===== config.mk =====
export PLATFORM = sky130hd
export DESIGN_NAME = pipeline_ctrl
export DESIGN_NICKNAME = d
export VERILOG_FILES = /design/src/rtl/pipe_ctrl_pkg.sv /design/src/rtl/sat_counter.sv /design/src/rtl/pipeline_ctrl.sv
export SDC_FILE = /design/constraint.sdc
export NUM_CORES = 1
export LEC_CHECK = 0
export CORE_MARGIN = 2
export CORE_UTILIZATION = 40
export DETAILED_ROUTE_END_ITERATION = 10
export HOLD_SLACK_MARGIN = 0.03
export MAX_ROUTING_LAYER = met4
export PLACE_DENSITY_LB_ADDON = 0.2
export SLEW_MARGIN = 0
export SYNTH_ARGS = -nofsm -noshare
export SYNTH_HDL_FRONTEND = slang
export SYNTH_SLANG_ARGS = --single-unit

===== constraint.sdc =====
create_clock -name clk -period 2.4 [get_ports clk]
set_input_delay 0.24 -clock clk [delete_from_list [all_inputs] [get_ports clk]]
set_output_delay 0.24 -clock clk [all_outputs]
set_load 0.05 [all_outputs]

===== src/rtl/pipe_ctrl_pkg.sv =====
// Shared types for the pipeline stall/flush scheduler.
package pipe_ctrl_pkg;
  typedef enum logic [1:0] {RUN, MD_WAIT, MEM_WAIT} pctl_state_t;
endpackage


===== src/rtl/sat_counter.sv =====
// Free-running event counter that pins at all-ones instead of wrapping.
module sat_counter #(
  parameter int W = 32
) (
  input  logic         clk,
  input  logic         rst,
  input  logic         inc,
  output logic [W-1:0] q
);
  always_ff @(posedge clk or posedge rst) begin
    if (rst)                  q <= '0;
    else if (inc && q != '1)  q <= q + W'(1);
  end
endmodule


===== src/rtl/pipeline_ctrl.sv =====
// Stall/flush scheduler for the 5-stage pipeline: load-use, branch redirect,
// multi-cycle mul/div in E and data-memory wait states in M.
module pipeline_ctrl
  import pipe_ctrl_pkg::*;
#(
  parameter int CNT_W      = 32,
  parameter int MD_TIMEOUT = 64
) (
  input  logic             clk,
  input  logic             rst,
  input  logic             MemReadE,
  input  logic [4:0]       RD_E,
  input  logic [4:0]       RS1_D,
  input  logic [4:0]       RS2_D,
  input  logic             PCSrcE,
  input  logic             MdStartE,
  input  logic             MdDoneE,
  input  logic             DmemReqM,
  input  logic             DmemReadyM,
  output logic             StallF,
  output logic             StallD,
  output logic             StallE,
  output logic             StallM,
  output logic             FlushD,
  output logic             FlushE,
  output logic             FlushM,
  output logic             FlushW,
  output logic [CNT_W-1:0] stall_cnt,
  output logic [CNT_W-1:0] flush_cnt,
  output logic             md_timeout
);
  localparam int WD_W = $clog2(MD_TIMEOUT + 1);
  localparam logic [WD_W-1:0] WD_MAX  = WD_W'(MD_TIMEOUT);
  localparam logic [WD_W-1:0] WD_LAST = WD_W'(MD_TIMEOUT - 1);

  pctl_state_t     state, st_nxt;
  logic            md_done_q, md_exit_q;
  logic [WD_W-1:0] wd_cnt;
  logic            mem_wait, lu, md_enter, md_exit;
  logic [3:0]      stl, fls;  // stl = {F,D,E,M}, fls = {D,E,M,W}

  assign mem_wait = DmemReqM & ~DmemReadyM;
  assign lu = MemReadE & (RD_E != 5'd0) & ((RD_E == RS1_D) | (RD_E == RS2_D));

  always_comb begin
    st_nxt   = state;
    stl      = 4'b0000;
    fls      = 4'b0000;
    md_enter = 1'b0;
    md_exit  = 1'b0;
    unique case (state)
      MD_WAIT: begin
        if ((MdDoneE | md_done_q) & ~mem_wait) begin
          st_nxt  = RUN;
          md_exit = 1'b1;
        end else if (mem_wait) begin
          stl = 4'b1111;
          fls = 4'b0001;
        end else begin
          stl = 4'b1110;
          fls = 4'b0010;
        end
      end
      default: begin
        // MEM_WAIT behaves as a RUN cycle once the memory access completes
        if (mem_wait) begin
          stl    = 4'b1111;
          fls    = 4'b0001;
          st_nxt = MEM_WAIT;
        end else if (MdStartE & ~md_exit_q) begin
          stl      = 4'b1110;
          fls      = 4'b0010;
          st_nxt   = MD_WAIT;
          md_enter = 1'b1;
        end else begin
          st_nxt = RUN;
          if (PCSrcE)  fls = 4'b1100;
          else if (lu) begin
            stl = 4'b1100;
            fls = 4'b0100;
          end
        end
      end
    endcase
  end

  assign {StallF, StallD, StallE, StallM} = stl & {4{~rst}};
  assign {FlushD, FlushE, FlushM, FlushW} = fls | {4{rst}};

  always_ff @(posedge clk or posedge rst) begin
    if (rst) begin
      state      <= RUN;
      md_done_q  <= 1'b0;
      md_exit_q  <= 1'b0;
      wd_cnt     <= '0;
      md_timeout <= 1'b0;
    end else begin
      state     <= st_nxt;
      md_exit_q <= md_exit;
      if (md_exit)                           md_done_q <= 1'b0;
      else if (state == MD_WAIT && MdDoneE)  md_done_q <= 1'b1;
      if (md_enter)                                  wd_cnt <= '0;
      else if (state == MD_WAIT && wd_cnt != WD_MAX) wd_cnt <= wd_cnt + WD_W'(1);
      // the watchdog only flags; the FSM keeps waiting for MdDoneE
      if (state == MD_WAIT && wd_cnt >= WD_LAST)     md_timeout <= 1'b1;
    end
  end

  sat_counter #(.W(CNT_W)) u_stall_cnt (
    .clk(clk), .rst(rst), .inc(StallF), .q(stall_cnt)
  );

  sat_counter #(.W(CNT_W)) u_flush_cnt (
    .clk(clk), .rst(rst), .inc(FlushD | FlushE), .q(flush_cnt)
  );
endmodule


==> reports/qor.txt, run 1 <==
Status - complete, no violations
Yosys top cell area share - 48.22%
CP max stage cell - or4_1
Antenna Diode Count - 0
Final Wtd Congestion - 0.8130
Worst-path clk slew - 80 ps
H-tree level count - 3
Worst Path Buf+Inv - 4
Sequential fraction of design power - 39.6%
Combinational group share of total power - 39.0%
Dpl hpwl - 6.553 mm
Multi-input logic area - 0.001918 mm2
Max Freq - 429.0 MHz
Detailed-route wire length per cell - 14.51 um
Skew final - 11.92 ps
Die height - 103.3 um
Clock power share - 21.4%
RSZ-0062 raised after global routing - true
CTS Sinks - 76
Seq cells post-synth - 76
Die W - 103.3 um
Crit path required time - 2160 ps
Overflow left after global routing - 0
Kind of critical path - in2out
Share of post-route cells with drive strength above 1 - 13.08%
Net Count, Synth - 402
First-pass GRT wire length - 15.18 mm
Top_reg_cell synth - dfrtp_1
Mapped Avg Cell Area - 10.52 um2
Worst slew margin - 63.43%
Iter 0 DRT Violations - 73
Vias per Instance - 5.148
Startpoint types - input pin
Post-synth EDFFs - 0
Least-Margin Pin Slew - 546.0 ps
Largest net degree at the start of global routing - 77
Setup violators final - 0
Core Region - 0.009684 mm2
FILL cells - 858
Final period util - 97.13%
Async S/R FF share, synth - 100.0%
Clk_lat worst skew - 340 ps
Net Sw Power - 1692 uW
Post-route DRC - 0
DR pass1 iterations - 4
Total GRT Usage - 18.64%
Switching Fraction - 39.66%
Tot Pwr - 4265 uW
Max Slew Vio Count - 0
Hold WS - 486.0 ps
Crit-path cells - clkdlybuf4s50_1 > or4_1 > o21a_1 > a31oi_2 > buf_6 > inv_2 > buf_4
Worst VDD drop - 0.5881 mV
Kind of cell adding the most delay to the critical path - buffers and inverters
Register area - 0.001902 mm2
Via Count - 3243
Register area share after synthesis - 48.22%
Post-Syn Instances - 375
Crit path DAT - 2090 ps
Max FO, Critical Path - 11
Port bufs - 95
Pwr Density - 790.8 mW/mm2
Util after Layout - 55.70%
Cell internal pwr - 2574 uW
Leakage - 0.002231 uW
Kind of end point of the critical path - output port
Vias in the first global route - 3200
Tmin final - 2331 ps
Synth area leader - dfrtp_1
Mapped Area - 0.003944 mm2
Antenna violations before repair - 0
Synthesis Warnings - 0
Io pins - 96
Worst hold path class - reg2reg
Max Buffers Root-to-Sink - 2
TritonCTS buffer count - 9
TritonCTS clock tree - done
ANT nets after route - 0
Hold Buf Count CTS - 0
Max-Cap Viols - 0
Initial Util - 40.72%
Distinct cells, synth - 51
Routed WL - 9.139 mm
Endpoints failing hold - 0
Top post-synthesis cells by area - dfrtp_1 48%, xnor2_1 13%, nand4_1 5.4%
Synthesis-to-layout area growth - 36.77%
CTS root buffer - clkbuf_8
Nets - 521
CP peak stage delay - 530 ps
Die area - 0.01067 mm2
Num rows - 36
==> cells in the mapped netlist, types with 2 or more instances <==
| library cell | instances |
|---|---|
| buf_6 | 2 |
| nor3b_1 | 3 |
| or3_1 | 3 |
| dfrtp_1 | 76 |
| nand3_1 | 23 |
| buf_4 | 3 |
| nand2_1 | 27 |
| and4_1 | 6 |
| nand4_1 | 34 |
| xnor2_1 | 59 |
| nor2_1 | 22 |
| ha_1 | 4 |
| clkbuf_1 | 2 |
| buf_2 | 4 |
| inv_1 | 11 |
| nand2b_1 | 5 |
| mux2_2 | 2 |
| and3_1 | 15 |
| nor4_2 | 4 |
| a21oi_1 | 4 |
| xor2_1 | 18 |
| nor4_1 | 8 |
| or2_2 | 2 |
| or4_1 | 2 |
| nor3_1 | 10 |
==> through the flow <==
step	setup WS (ps)	instance area [um2]	instances	TNS (ps)
floorplan	80.56	3954	375	0
global placement	53.66	5206	615	0
detailed placement	-15.55	5206	615	-29.55
CTS	17.14	5378	629	0
global route	-13.24	5394	630	-25.67
finish	68.96	5394	630	0
==> repair_timing <==
action                                  CTS  global route
setup buffers                             0             1
gates resized for setup                   0             3
endpoints found under the hold margin     0             0
endpoints found under the setup margin    0             2
==> cell usage in the layout, fill, tap and decap left out, drive strengths merged, types with 15 or more instances in the layout <==
| cell | n |
|---|---|
| nand3 | 24 |
| and3 | 15 |
| xor2 | 18 |
| nor2 | 22 |
| clkdlybuf4s50 | 86 |
| nand2 | 27 |
| dfrtp | 76 |
| xnor2 | 59 |
| buf | 33 |
| nand4 | 35 |
==> cell type report <==
class | count | share of cell area [%]
multi-input cells | 275 | 35.56
flip-flops and latches | 76 | 35.26
repair buffers | 120 | 22.01
well taps | 133 | 3.085
clock buffers | 11 | 2.436
inverters | 12 | 0.9047
clock inverters | 3 | 0.7423
==> routing by layer <==
metal  share of wire [%]  GRT usage (%)  wire (um)  vias up
met1                  46          23.69       4219     1578
met3                 4.2          5.376        383       12
li1                    -              -          -     1567
met2                  48          28.72       4427       86
met5                   0              -          0        -
met4                 1.2          6.275        108        0
==> worst register-to-register path, cell delays in order, from the launching register on <==
cell and delay [ps]:
dfrtp_1 440, ha_1 210, nand3_1 120, nor4_2 420
and2_1 210, a21boi_0 330, nand4_1 160, xnor2_1 140
==> registers in the layout, indices dropped and copies added (netlist names) <==
register / cells
u_stall_cnt.q: 32
state: 2
wd_cnt: 7
u_flush_cnt.q: 32
md_done_q: 1
md_timeout: 1
md_exit_q: 1
==> power by group through the flow <==
stage                     clock, uW  combinational [uW]  sequential (uW)
final                           912                1670             1690
after global routing            997                1790             1720
after CTS                       945                1670             1690
after detailed placement          0                1660             1710
after global placement            0                1630             1700
after floorplan                   0                 652             2110
==> path summary, 6_finish.rpt <==
path                                               from                       endpoint  slack, ps  depth (start not counted)
min in group asynchronous                           rst          md_done_q$_DFFE_PP0P_        560                          4
max reg2reg                u_flush_cnt.q[0]$_DFFE_PP0P_  u_flush_cnt.q[20]$_DFFE_PP0P_        260                          7
max                                             RD_E[2]                         StallD         70                          7
min                              md_timeout$_DFFE_PP0P_         md_timeout$_DFFE_PP0P_        490                          1
max in group asynchronous                           rst          wd_cnt[4]$_DFFE_PP0P_       1500                          4
min reg2reg                      md_timeout$_DFFE_PP0P_         md_timeout$_DFFE_PP0P_        490                          1
==> cell families after synthesis <==
family | after synthesis | share of synthesized area [%]
flops | 76 | 48.22
buf+inv | 24 | 3.363
compound gates | 17 | 3.236
simple gates | 174 | 25.86
fa+ha+maj | 4 | 1.269
xor+xnor | 77 | 17.10
mux | 3 | 0.9516
Note: power is estimated with default switching activity, not from simulation.
==> run 2, diff against run 1 <==
- clock period: 2.4 -> 2.86 ns (I/O delays scaled with it)
==> run 2 against run 1 <==
First-iteration DRC count increased by 36%; sequential power decreased by 16%; critical path depth unchanged; final area decreased by 2.7%; utilization decreased by 1.5 points; routed wire length decreased by 4.6%; largest power group unchanged; worst hold slack got worse by 8.0 ps; power decreased by 19%; sequential share of layout area increased by 0.97 points.
==> reports/qor.txt, run 2 (synthesis gave the netlist of run 1 again) <==
Iter 0 DRT Violations - 99 (was 73)
CTS Sinks - 76 (unchanged)
CP max stage cell - or4_1 (unchanged)
Kind of end point of the critical path - output port (unchanged)
Hold WS - 478.0 ps (was 486.0 ps)
FILL cells - 885 (was 858)
Total GRT Usage - 17.56% (was 18.64%)
Commonest cells after routing, fill and taps aside - 89 x clkdlybuf4s50_1, 76 x dfrtp_1, 59 x xnor2_1 (was 86 x clkdlybuf4s50_1, 76 x dfrtp_1, 59 x xnor2_1)
RSZ-0062 raised after global routing - false (was true)
Util after Layout - 54.21% (was 55.70%)
Die height - 103.3 um (unchanged)
Setup bufs post-CTS - 0 (unchanged)
Crit path required time - 2570 ps (was 2160 ps)
Clk_lat worst skew - 340 ps (about the same)
Vias in the first global route - 2994 (was 3200)
Max Buffers Root-to-Sink - 2 (unchanged)
Net Sw Power - 1382 uW (was 1692 uW)
Share of post-route cells with drive strength above 1 - 10.17% (was 13.08%)
Post-CTS Resized - 0 (unchanged)
Fin cells - 615 (was 630)
Io pins - 96 (unchanged)
Combinational group share of total power - 37.8% (was 39.0%)
Dpl hpwl - 6.217 mm (was 6.553 mm)
Nets - 506 (was 521)
Setup TNS - 0 ps (unchanged)
Port bufs - 95 (unchanged)
Crit path DAT - 2260 ps (was 2090 ps)
Antenna Diode Count - 0 (unchanged)
Leakage - 0.002141 uW (was 0.002231 uW)
Max Freq - 392.4 MHz
Dpl ws - 280.1 ps (was -15.55 ps)
Worst slew margin - 36.09% (was 63.43%)
Final period util - 89.10%
Kind of critical path - in2out (unchanged)
Worst-path clk slew - 70 ps (was 80 ps)
Worst hold path class - reg2reg (unchanged)
First-pass GRT wire length - 14.35 mm (was 15.18 mm)
H-tree level count - 3 (unchanged)
Synthesis-to-layout area growth - 33.12% (was 36.77%)
Status - complete, no violations (unchanged)
DR pass1 iterations - 5 (was 4)
Startpoint types - input pin (unchanged)
Tmin final - 2548 ps
Skew final - 9.425 ps (was 11.92 ps)
Max FO, Critical Path - 23 (was 11)
CP peak stage delay - 540 ps (was 530 ps)
Post-route DRC - 0 (unchanged)
Sequential fraction of design power - 41.0% (was 39.6%)
CTS root buffer - clkbuf_8 (unchanged)
Final Wtd Congestion - 0.8477 (was 0.8130)
Most common cell after layout, fill and taps aside - clkdlybuf4s50_1 (unchanged)
Die W - 103.3 um (unchanged)
Cell internal pwr - 2077 uW (was 2574 uW)
ANT nets after route - 0 (unchanged)
Antenna violations before repair - 0 (unchanged)
Vias per Instance - 5.115 (was 5.148)
Worst setup margin - 311.8 ps (was 68.96 ps)
TritonCTS clock tree - done (unchanged)
Setup violators final - 0 (unchanged)
Hold Buf Count CTS - 0 (unchanged)
Num rows - 36 (unchanged)
Placed Cells - 601 (was 615)
Initial Util - 40.72% (unchanged)
Crit-path cells - clkdlybuf4s50_1 > or4_1 > o21a_1 > a31oi_2 > buf_12 > inv_2 > buf_4 (was clkdlybuf4s50_1 > or4_1 > o21a_1 > a31oi_2 > buf_6 > inv_2 > buf_4)
Pwr Density - 658.8 mW/mm2 (was 790.8 mW/mm2)
Worst Path Buf+Inv - 4 (unchanged)
Via Count - 3146 (was 3243)
Largest net degree at the start of global routing - 77 (unchanged)
TritonCTS buffer count - 9 (unchanged)
Max-Cap Viols - 0 (unchanged)
Core Region - 0.009684 mm2 (unchanged)
Top Registers - u_flush_cnt.q x32, u_stall_cnt.q x32, wd_cnt x7 (unchanged)
Least-Margin Pin Slew - 958.6 ps (was 546.0 ps)
Die area - 0.01067 mm2 (unchanged)
Overflow left after global routing - 0 (unchanged)
Clock power share - 21.2% (was 21.4%)
Routed WL - 8.722 mm (was 9.139 mm)
Max Slew Vio Count - 0 (unchanged)
Detailed-route wire length per cell - 14.18 um (was 14.51 um)
Endpoints failing hold - 0 (unchanged)
Worst VDD drop - 0.6118 mV (was 0.5881 mV)
Switching Fraction - 39.96% (was 39.66%)
Kind of cell adding the most delay to the critical path - buffers and inverters (unchanged)
[run 2: changes by cell type in the layout (fill, tap and decap cells not counted), sizes merged]
cell	before	now
bufinv	1	0
dlymetal6s2s	1	0
buf	33	16
clkbuf	11	12
clkdlybuf4s50	86	89
[run 2: routing by layer]
| metal | track usage, % | part of all wire [%] | vias up | wire length, um |
|---|---|---|---|---|
| met3 | 4.234 | 4.1 | 8 | 354 |
| li1 | - | - | 1538 | - |
| met5 | - | 0 | - | 0 |
| met4 | 5.567 | 0.78 | 0 | 68 |
| met1 | 23.03 | 47 | 1515 | 4061 |
| met2 | 27.02 | 49 | 85 | 4237 |
[run 2: worst paths after layout]
| path | startpoint | to | slack [ps] | cells after the start |
|---|---|---|---|---|
| min in group asynchronous | rst | md_done_q$_DFFE_PP0P_ | 790 | 3 |
| min reg2reg | md_timeout$_DFFE_PP0P_ | md_timeout$_DFFE_PP0P_ | 480 | 1 |
| max reg2reg | u_stall_cnt.q[20]$_DFFE_PP0P_ | u_stall_cnt.q[1]$_DFFE_PP0P_ | 680 | 5 |
| max in group asynchronous | rst | u_flush_cnt.q[0]$_DFFE_PP0P_ | 1450 | 3 |
| min | md_timeout$_DFFE_PP0P_ | md_timeout$_DFFE_PP0P_ | 480 | 1 |
| max | RD_E[1] | StallD | 310 | 7 |
[run 2: power by group through the flow]
stage,Sequential (uW),Combinational (uW),Clock (uW)
6_report,1420,1310,734
5_1_grt,1450,1400,811
4_1_cts,1420,1320,762
3_5_place_dp,1440,1320,0
3_3_place_gp,1430,1300,0
2_1_floorplan,1770,542,0
[run 2: metrics by stage]
step,power [uW],cell area [um2]
after floorplan,2316,3948
after global placement,2733,5075
after detailed placement,2757,5075
after CTS,3503,5250
after global routing,3660,5250
final,3459,5250
[run 2: area by class of cell]
cell class                 instances  area, um2  share of cell area (%)
clock buffer                      12      165.2                   3.146
timing repair buffer             105       1049                   19.97
tap                              133      166.4                   3.170
multi-input combinational        275       1909                   36.37
clock inverter                     2      10.01                  0.1907
inverter                          12      48.80                  0.9295
sequential                        76       1902                   36.22
==> run 3, diff against run 2 <==
- SYNTH_HIERARCHICAL: unset -> 1
==> run 3 against run 2 <==
Largest cell class unchanged; synthesized cell count decreased by 1.6%; critical path type is now in2reg; count of clock-buffer cells in the layout shrank 2; worst hold slack worse by 2.4 ps; critical endpoint is now u_flush_cnt/q[29]$_DFFE_PP0P_.
==> reports/qor.txt, run 3 <==
Status - complete, no violations (unchanged)
Antenna violations before repair - 0 (unchanged)
Dpl ws - -310.5 ps (was 280.1 ps)
Antenna Diode Count - 0 (unchanged)
Max Freq - 359.0 MHz (was 392.4 MHz)
CTS Sinks - 76 (unchanged)
Least-Margin Pin Slew - 641.2 ps (was 958.6 ps)
Commonest cells after routing, fill and taps aside - 89 x clkdlybuf4s50_1, 76 x dfrtp_1, 52 x xnor2_1 (was 89 x clkdlybuf4s50_1, 76 x dfrtp_1, 59 x xnor2_1)
Port bufs - 95 (unchanged)
Seq cells post-synth - 76 (unchanged)
Worst Path Buf+Inv - 2 (was 4)
Overflow left after global routing - 0 (unchanged)
Leakage - 0.002373 uW (was 0.002141 uW)
Mapped Avg Cell Area - 10.75 um2 (was 10.52 um2)
Skew final - 12.03 ps (was 9.425 ps)
Tmin final - 2785 ps (was 2548 ps)
Final Wtd Congestion - 0.8074 (was 0.8477)
Most frequent cell after synthesis - dfrtp_1 (unchanged)
Initial Util - 40.94% (was 40.72%)
Setup bufs post-CTS - 0 (unchanged)
Synth top cells by count - 76 x dfrtp_1, 52 x xnor2_1, 44 x nand3_1, 24 x nand4_1 (was 76 x dfrtp_1, 59 x xnor2_1, 34 x nand4_1, 27 x nand2_1, 23 x nand3_1)
Pwr Density - 635.2 mW/mm2 (was 658.8 mW/mm2)
Max-Cap Viols - 0 (unchanged)
Worst VDD drop - 0.6712 mV (was 0.6118 mV)
Async S/R FF share, synth - 100.0% (unchanged)
Worst setup margin - 74.75 ps (was 311.8 ps)
Vias in the first global route - 3216 (was 2994)
Iter 0 DRT Violations - 107 (was 99)
Post-synth EDFFs - 0 (unchanged)
Max FO, Critical Path - 5 (was 23)
Total GRT Usage - 17.81% (was 17.56%)
CP peak stage delay - 510 ps (was 540 ps)
Top post-synthesis cells by area - dfrtp_1 48%, xnor2_1 11%, nand3_1 5.6% (was dfrtp_1 48%, xnor2_1 13%, nand4_1 5.4%)
Post-Syn Instances - 369 (was 375)
Die height - 103.6 um (was 103.3 um)
Kind of end point of the critical path - flop (was output port)
Hold Buf Count CTS - 0 (unchanged)
Startpoint types - input pin (unchanged)
Die W - 103.6 um (was 103.3 um)
Final period util - 97.39% (was 89.10%)
R2r startpoint - md_done_q$_DFFE_PP0P_ (was u_stall_cnt.q[20]$_DFFE_PP0P_)
Num rows - 36 (unchanged)
Fin cells - 637 (was 615)
Max Slew Vio Count - 0 (unchanged)
CTS root buffer - clkbuf_8 (unchanged)
Placed Cells - 620 (was 601)
Setup crit start - DmemReadyM (was RD_E[1])
First-pass GRT wire length - 15.30 mm (was 14.35 mm)
Crit path required time - 3100 ps (was 2570 ps)
Kind of critical path - in2reg (was in2out)
Worst slew margin - 57.09% (was 36.09%)
Clk_lat worst skew - 350 ps (was 340 ps)
Detailed-route wire length per cell - 14.40 um (was 14.18 um)
Crit-path cells - clkdlybuf4s50_1 > and2b_2 > or4_4 > o21bai_4 > nand3_1 > or4_4 > a311oi_4 > buf_2 > nand3_1 > xnor2_1 (was clkdlybuf4s50_1 > or4_1 > o21a_1 > a31oi_2 > buf_12 > inv_2 > buf_4)
Largest net degree at the start of global routing - 33 (was 77)
Via Count - 3258 (was 3146)
Dpl hpwl - 6.699 mm (was 6.217 mm)
Routed WL - 9.174 mm (was 8.722 mm)
Core Region - 0.009684 mm2 (unchanged)
Setup violators final - 0 (unchanged)
Mapped Area - 0.003965 mm2 (was 0.003944 mm2)
Kind of cell adding the most delay to the critical path - simple AND/OR/NAND/NOR gates (was buffers and inverters)
Die area - 0.01072 mm2 (was 0.01067 mm2)
Synth area leader - dfrtp_1 (unchanged)
Register area share after synthesis - 47.96% (was 48.22%)
Io pins - 96 (unchanged)
ANT nets after route - 0 (unchanged)
TritonCTS buffer count - 9 (unchanged)
Top_reg_cell synth - dfrtp_1 (unchanged)
Max Buffers Root-to-Sink - 2 (unchanged)
Top Registers - u_flush_cnt/q x32, u_stall_cnt/q x32, wd_cnt x7 (was u_flush_cnt.q x32, u_stall_cnt.q x32, wd_cnt x7)
Crit path DAT - 3030 ps (was 2260 ps)
Net Count, Synth - 396 (was 402)
Worst-path clk slew - 90 ps (was 70 ps)
Endpoints failing hold - 0 (unchanged)
Distinct cells, synth - 48 (was 51)
Post-route DRC - 0 (unchanged)
TritonCTS clock tree - done (unchanged)
Post-CTS Resized - 0 (unchanged)
Most common cell after layout, fill and taps aside - clkdlybuf4s50_1 (unchanged)
Yosys top cell area share - 47.96% (was 48.22%)
Synthesis-to-layout area growth - 41.02% (was 33.12%)
CP max stage cell - or4_4 (was or4_1)
Worst hold path class - in2async (was reg2reg)
Synthesis Warnings - 6 (was 0)
DR pass1 iterations - 4 (was 5)
H-tree level count - 3 (unchanged)
Share of post-route cells with drive strength above 1 - 17.06% (was 10.17%)
Nets - 526 (was 506)
Vias per Instance - 5.115 (about the same)
-- run 3: metrics by stage --
stage / area, um2 / hold slack, ps / power, uW / utilization, % / TNS [ps]
after floorplan: 4011 / 164.4 / 2256 / - / -3890
after global placement: 5346 / 448.3 / 2679 / 55.21 / -6280
after detailed placement: 5346 / 456.3 / 2698 / 55.21 / -8072
after CTS: 5557 / 474.2 / 3565 / 57.38 / 0
after global routing: 5592 / 513.0 / 3742 / 57.74 / -28.04
final: 5592 / 475.6 / 3552 / 57.74 / 0
-- run 3: final timing paths --
path | end | slack (ps) | cells past startpoint
max in group asynchronous | u_stall_cnt/q[22]$_DFFE_PP0P_ | 2020 | 4
setup reg to reg | u_stall_cnt/q[23]$_DFFE_PP0P_ | 200 | 10
hold / removal | md_exit_q$_DFF_PP0_ | 480 | 4
min in group clk | md_timeout$_DFFE_PP0P_ | 480 | 1
hold reg to reg | md_timeout$_DFFE_PP0P_ | 480 | 1
setup / recovery | u_flush_cnt/q[29]$_DFFE_PP0P_ | 70 | 10
-- run 3: final cells by class --
class / count / area, um2
inverter: 9 / 33.78
sequential: 76 / 1902
clock inverter: 6 / 72.57
fill: 874 / 4093
timing repair buffer: 128 / 1235
multi-input combinational: 275 / 2044
tap: 133 / 166.4
clock buffer: 10 / 137.6
-- run 3: tightest hold or removal path, cell delays in order --
cell,delay [ps]
clkdlybuf4s50_1,430
buf_4,170
inv_1,80
buf_4,210
-- run 3: per-layer routing --
| metal | share of wire (%) | global-route usage (%) | vias to the layer above | routed length (um) |
|---|---|---|---|---|
| met1 | 47 | 23.22 | 1567 | 4291 |
| met2 | 47 | 28.00 | 94 | 4338 |
| met4 | 1.3 | 6.081 | 0 | 119 |
| met5 | 0 | - | - | 0 |
| met3 | 4.6 | 3.524 | 9 | 424 |
| li1 | - | - | 1588 | - |
-- run 3: cells by family (layout without fill, tap and decap cells) --
logic type	after synthesis	count (layout)	share of synthesized area, %
buffers and inverters	18	153	2.082
XOR/XNOR	71	71	15.68
adder cells (fa/ha/maj)	4	4	1.262
multiplexers	5	5	1.325
AO/OA/AOI/OAI	32	32	7.352
AND/OR/NAND/NOR	163	163	24.33
flip-flops	76	76	47.96
-- run 3: power breakdown --
group	internal (uW)	switching, uW	total [uW]
Combinational	520	778	1300
Clock	435	420	855
Sequential	1210	187	1400
